===== src/rtl/serial_pkg.sv =====
// Shared definitions for the serial front-end family: state encoding used by
// both the serializer and the sequence detector, plus a counter-width helper.
package serial_pkg;

  localparam logic S_IDLE  = 1'b0;
  localparam logic S_SHIFT = 1'b1;

  typedef enum logic {
    ST_IDLE  = S_IDLE,
    ST_SHIFT = S_SHIFT
  } ser_state_e;

  // Bits needed to count 0..n-1; never less than one bit.
  function automatic int cnt_width(input int n);
    return (n <= 2) ? 1 : $clog2(n);
  endfunction

endpackage


===== src/rtl/piso_serializer.sv =====
// Parallel-in/serial-out stage. One word is buffered in a holding register
// while the previous word shifts out, so back-to-back words stream without gaps.
module piso_serializer
  import serial_pkg::*;
#(
  parameter int WIDTH     = 8,
  parameter bit MSB_FIRST = 1'b1
) (
  input  logic             clk,
  input  logic             reset,
  input  logic [WIDTH-1:0] in_data,
  input  logic             in_valid,
  output logic             in_ready,
  input  logic             ser_en,
  output logic             x_out,
  output logic             x_valid,
  output logic             frame_start,
  output logic             frame_end,
  output logic             busy
);

  localparam int CW = cnt_width(WIDTH);
  localparam logic [CW-1:0] LAST = CW'(WIDTH - 1);

  ser_state_e       state_q, state_d;
  logic             hold_full_q, hold_full_d;
  logic [WIDTH-1:0] hold_reg_q, hold_reg_d;
  logic [WIDTH-1:0] shreg_q, shreg_d;
  logic [CW-1:0]    bitcnt_q, bitcnt_d;
  logic             x_out_q, x_out_d;
  logic             x_valid_q, x_valid_d;
  logic             fs_q, fs_d;
  logic             fe_q, fe_d;
  logic             in_ready_q, in_ready_d;

  logic             in_fire;
  logic             cur_bit;
  logic [WIDTH-1:0] shreg_shifted;

  assign in_fire = in_valid && in_ready_q;

  // Output-end bit and the zero-filled shift toward the output end.
  always_comb begin
    if (MSB_FIRST) begin
      cur_bit       = shreg_q[WIDTH-1];
      shreg_shifted = {shreg_q[WIDTH-2:0], 1'b0};
    end else begin
      cur_bit       = shreg_q[0];
      shreg_shifted = {1'b0, shreg_q[WIDTH-1:1]};
    end
  end

  // Next-state logic: handshake into the holding register, load/shift/reload.
  always_comb begin
    state_d     = state_q;
    hold_full_d = hold_full_q;
    hold_reg_d  = hold_reg_q;
    shreg_d     = shreg_q;
    bitcnt_d    = bitcnt_q;
    x_out_d     = x_out_q;
    x_valid_d   = 1'b0;
    fs_d        = 1'b0;
    fe_d        = 1'b0;

    // in_ready is low whenever the holding register is full, so an accept
    // never collides with a load/reload that empties it on the same edge.
    if (in_fire) begin
      hold_reg_d  = in_data;
      hold_full_d = 1'b1;
    end

    case (state_q)
      ST_IDLE: begin
        if (hold_full_q) begin
          shreg_d     = hold_reg_q;
          hold_full_d = 1'b0;
          bitcnt_d    = '0;
          state_d     = ST_SHIFT;
        end
      end
      ST_SHIFT: begin
        if (ser_en) begin
          x_out_d   = cur_bit;
          x_valid_d = 1'b1;
          fs_d      = (bitcnt_q == '0);
          fe_d      = (bitcnt_q == LAST);
          shreg_d   = shreg_shifted;
          bitcnt_d  = bitcnt_q + CW'(1);
          if (bitcnt_q == LAST) begin
            bitcnt_d = '0;
            if (hold_full_q) begin
              // Reload straight from the holding register: no idle cycle.
              shreg_d     = hold_reg_q;
              hold_full_d = 1'b0;
            end else begin
              state_d = ST_IDLE;
            end
          end
        end
      end
      default: state_d = ST_IDLE;
    endcase

    in_ready_d = !hold_full_d;
  end

  // State and datapath registers; reset discards any partial or held word.
  always_ff @(posedge clk or posedge reset) begin
    if (reset) begin
      state_q     <= ST_IDLE;
      hold_full_q <= 1'b0;
      hold_reg_q  <= '0;
      shreg_q     <= '0;
      bitcnt_q    <= '0;
      x_out_q     <= 1'b0;
      x_valid_q   <= 1'b0;
      fs_q        <= 1'b0;
      fe_q        <= 1'b0;
      in_ready_q  <= 1'b1;
    end else begin
      state_q     <= state_d;
      hold_full_q <= hold_full_d;
      hold_reg_q  <= hold_reg_d;
      shreg_q     <= shreg_d;
      bitcnt_q    <= bitcnt_d;
      x_out_q     <= x_out_d;
      x_valid_q   <= x_valid_d;
      fs_q        <= fs_d;
      fe_q        <= fe_d;
      in_ready_q  <= in_ready_d;
    end
  end

  assign in_ready    = in_ready_q;
  assign x_out       = x_out_q;
  assign x_valid     = x_valid_q;
  assign frame_start = fs_q;
  assign frame_end   = fe_q;
  assign busy        = (state_q == ST_SHIFT) || hold_full_q;

endmodule


===== config.mk =====
export PLATFORM = sky130hd
export DESIGN_NAME = piso_serializer
export DESIGN_NICKNAME = d
export VERILOG_FILES = /design/src/rtl/serial_pkg.sv /design/src/rtl/piso_serializer.sv
export SDC_FILE = /design/constraint.sdc
export NUM_CORES = 1
export LEC_CHECK = 0
export ABC_AREA = 1
export BUFFER_PORTS_ARGS = -buffer_cell sky130_fd_sc_hd__buf_2
export CAP_MARGIN = 5
export CELL_PAD_IN_SITES_DETAIL_PLACEMENT = 0
export CELL_PAD_IN_SITES_GLOBAL_PLACEMENT = 1
export CORE_MARGIN = 5
export CORE_UTILIZATION = 42
export DETAILED_ROUTE_END_ITERATION = 6
export PLACE_DENSITY_LB_ADDON = 0.1
export SLEW_MARGIN = 40
export SYNTH_ARGS = -nofsm -noshare
export SYNTH_HDL_FRONTEND = slang
export SYNTH_SLANG_ARGS = --single-unit

===== constraint.sdc =====
create_clock -name clk -period 1.4 [get_ports clk]
set_input_delay 0.35 -clock clk [delete_from_list [all_inputs] [get_ports clk]]
set_output_delay 0.35 -clock clk [all_outputs]
set_load 0.02 [all_outputs]

==> PnR_summary.wiki <==
{| class="wikitable"
! Metric !! Value
|-
| Result of the run || complete, no violations
|-
| Synth-to-layout area growth || 13.9%
|-
| PnR Total Power || 2.38 mW
|-
| Worst-path clk slew || 0.13 ns
|-
| WL/cell || 11.8 um
|-
| Largest net degree at the start of global routing || 27
|-
| Clock tree from TritonCTS || done
|-
| Number of buffers inserted by hold repair at cts || 0
|-
| Yosys synthesis warning count || 0
|-
| Die Y-Extent || 64.4 um
|-
| FFs w/ async S/R, synth || 1.00
|-
| Final hold violation count || 0
|-
| Count of TritonRoute iterations in the first routing pass || 4
|-
| DRC violation total after the first TritonRoute iteration || 35
|-
| Per-instance average area after synthesis || 8.99 um2
|-
| Cell type contributing the most total cell area after synthesis || sky130_fd_sc_hd__dfrtp_1
|-
| Tightest Hold Check Type || primary input to asynchronous set/reset pin
|-
| TritonCTS Buffers || 3
|-
| Endpoint arrival time on the critical path || 1.03 ns
|-
| Setup TNS Final || 0 ns
|-
| Post-DP HPWL || 1610 um
|-
| Layout Skew || 0.00360 ns
|-
| Number of cells on the worst reg-to-reg path || 7
|-
| Clock latency on the worst-skew pair || 0.33 ns
|-
| Fin worst setup slack || 0.0249 ns
|-
| Total congestion overflow || 0
|-
| Fmax achieved || 727 MHz
|-
| Synth top area share || 0.504
|-
| Critical path peak fanout || 3
|-
| Max-cap violations || 0
|-
| Number of antenna violations at the first check in global routing || 0
|-
| Number of clock sinks || 26
|-
| Post-synthesis register bit count || 26
|-
| Number of antenna diodes || 0
|-
| Reg-to-reg endpoint || shreg_q[3]
|-
| DR vias || 931
|-
| CP endpoint kind || output port
|-
| CP max stage delay || 0.42 ns
|-
| Share of post-route cells with drive strength above 1 || 0.281
|-
| Wire length of the first global-routing pass || 3850 um
|-
| Required time of the worst setup path || 1.05 ns
|-
| Die X-Extent || 64.4 um
|-
| Fin Hold WS || 0.0486 ns
|-
| Die area || 0.00414 mm2
|-
| Crit path max-delay cell type || sky130_fd_sc_hd__dfrtp_1
|-
| Power per cell area || 1690 mW/mm2
|-
| GPL Wtd Cong || 0.730
|-
| Total leakage power || 0.773 nW
|-
| I/O pins || 18
|-
| Leading cell type by number of instances after synthesis || sky130_fd_sc_hd__nand2_1
|-
| Most common flop cell mapped by yosys || sky130_fd_sc_hd__dfrtp_1
|-
| DRC errors left || 0
|-
| Type of the worst setup path || flip-flop to output port
|-
| Worst-Margin Slew || 0.335 ns
|-
| Number of cells in the finished layout apart from fillers || 191
|-
| Final period demand of the worst path || 1.38 ns
|-
| Fraction of the yosys area taken by sequential cells || 0.525
|-
| Number of global-route vias before repair || 907
|-
| Root buffer cell || sky130_fd_sc_hd__clkbuf_4
|-
| Placed cell count || 185
|-
| Initial Util || 0.442
|-
| Rel. slew slack || 0.776
|-
| Routed via count divided by cell count || 4.87
|-
| Final clock period utilization by the worst path || 0.982
|-
| Nets@finish || 177
|-
| Number of cell rows || 19
|-
| Capturing element of the worst setup path || busy
|-
| Synthesized netlist cell count || 138
|-
| Number of port buffers || 17
|-
| Final setup vio count || 0
|-
| Core area || 0.00281 mm2
|-
| Post-route antenna net violation count || 0
|-
| R2R Setup Slk || 0.12 ns
|-
| Number of enable flip-flop cells after synthesis || 0
|-
| Category of the worst setup path launch point || flip-flop
|-
| Number of distinct library cells after synthesis || 17
|-
| Synthesized net count || 154
|-
| Number of slew-limit violations in the final report || 0
|-
| Drt total wl || 2250 um
|-
| Global-route usage over all layers || 0.119
|-
| Max IR drop VDD || 0.892 mV
|-
| Setup repair after global routing missed its margin || yes
|-
| Critical register-to-register path startpoint || bitcnt_q[0]
|-
| Launching element of the worst setup path || state_q
|-
| Ranking of synthesized cells by area || sky130_fd_sc_hd__dfrtp_1 (50%), sky130_fd_sc_hd__nand2_1 (12%), sky130_fd_sc_hd__nand3_2 (6.5%)
|-
| Largest buffer count on any clock path || 2
|-
| Pre-CTS setup slack || 0.0511 ns
|-
| Commonest cells post-synth || sky130_fd_sc_hd__nand2_1 (40), sky130_fd_sc_hd__dfrtp_1 (25), sky130_fd_sc_hd__inv_1 (19), sky130_fd_sc_hd__nand3_1 (15), sky130_fd_sc_hd__o21ai_1 (11)
|-
| Cell area after technology mapping || 0.00124 mm2
|-
| H-Tree Depth || 1
|-
| Sequence of cells on the critical path || inv_2, nand2_2, buf_6
|}
## cell usage in the layout (no fill, tap or decap)
master,n
sky130_fd_sc_hd__nand2_4,4
sky130_fd_sc_hd__inv_2,3
sky130_fd_sc_hd__nand3b_1,1
sky130_fd_sc_hd__buf_2,15
sky130_fd_sc_hd__nand3_2,8
sky130_fd_sc_hd__nand3_1,15
sky130_fd_sc_hd__dfrtp_1,24
sky130_fd_sc_hd__nand2_2,2
sky130_fd_sc_hd__buf_4,6
sky130_fd_sc_hd__ha_2,1
sky130_fd_sc_hd__ha_1,3
sky130_fd_sc_hd__clkbuf_4,3
sky130_fd_sc_hd__inv_1,19
sky130_fd_sc_hd__clkinv_1,1
sky130_fd_sc_hd__clkbuf_1,1
sky130_fd_sc_hd__nor2_1,2
sky130_fd_sc_hd__nand2_1,38
sky130_fd_sc_hd__o21ai_1,11
sky130_fd_sc_hd__dfstp_2,1
sky130_fd_sc_hd__buf_6,1
sky130_fd_sc_hd__dfrtp_2,1
## worst min-delay path by stage
stage | cells after the start | slack (ns) | to
after global placement | 3 | 0.42 | hold_full_q
after detailed placement | 3 | 0.43 | hold_full_q
after global routing | 3 | 0.05 | x_out
after CTS | 3 | 0.05 | hold_reg_q[4]
final | 3 | 0.05 | hold_reg_q[7]
after floorplan | 1 | 0.39 | bitcnt_q[0]
## per-layer routing
metal | vias to the layer above | part of all wire | wire length [um] | track usage
li1 | 472 | - | - | -
met4 | 0 | 0.018 | 40 | 0.0633
met2 | 21 | 0.43 | 967 | 0.178
met1 | 432 | 0.51 | 1150 | 0.161
met3 | 6 | 0.037 | 82 | 0.0263
met5 | - | 0 | 0 | 0
## critical path: cells and delay by family, from the launching register on
family        cells  cell delay, ns
simple gates      1            0.05
flops             1            0.42
buf+inv           2            0.22
## registers in the layout, indices dropped and copies added (netlist names)
| name | cells |
|---|---|
| hold_reg_q | 8 |
| frame_end | 1 |
| in_ready | 1 |
| x_valid | 1 |
| x_out | 1 |
| shreg_q | 8 |
| bitcnt_q | 3 |
| state_q | 1 |
| hold_full_q | 1 |
| frame_start | 1 |
## report_power, final
part	internal, mW	switching, mW
registers	1.04	0.127
logic	0.343	0.538
clock network	0.112	0.224
total	1.50	0.889
## timing repair
action / 4_1_cts / 5_1_grt
buffers inserted: 2 / 0
pin swaps: 0 / 2
endpoints found under the setup margin: 1 / 10
resized for setup: 1 / 7
hold endpoints to repair: 0 / 0
## cell families (layout without fill, tap and decap cells)
| group | after synthesis | in the layout | synth area share |
|---|---|---|---|
| compound gates | 11 | 11 | 0.0444 |
| buf+inv | 27 | 49 | 0.0998 |
| flops | 26 | 26 | 0.525 |
| fa+ha+maj | 4 | 4 | 0.0403 |
| simple gates | 70 | 70 | 0.290 |
## final cells by class
| cell class | count | area, um2 |
|---|---|---|
| multi-input combinational | 85 | 478 |
| fill | 280 | 1390 |
| clock buffer | 4 | 26.3 |
| sequential | 26 | 653 |
| tap | 31 | 38.8 |
| inverter | 23 | 86.3 |
| timing repair buffer | 22 | 131 |
## stage by stage
| stage | utilization | cell area [um2] |
|---|---|---|
| 3_5_place_dp | 0.481 | 1350 |
| 3_3_place_gp | 0.481 | 1350 |
| 4_1_cts | 0.496 | 1390 |
| 2_1_floorplan | - | 1240 |
| 6_report | 0.504 | 1410 |
| 5_1_grt | 0.504 | 1410 |
Power figures use the tool's default switching activity.
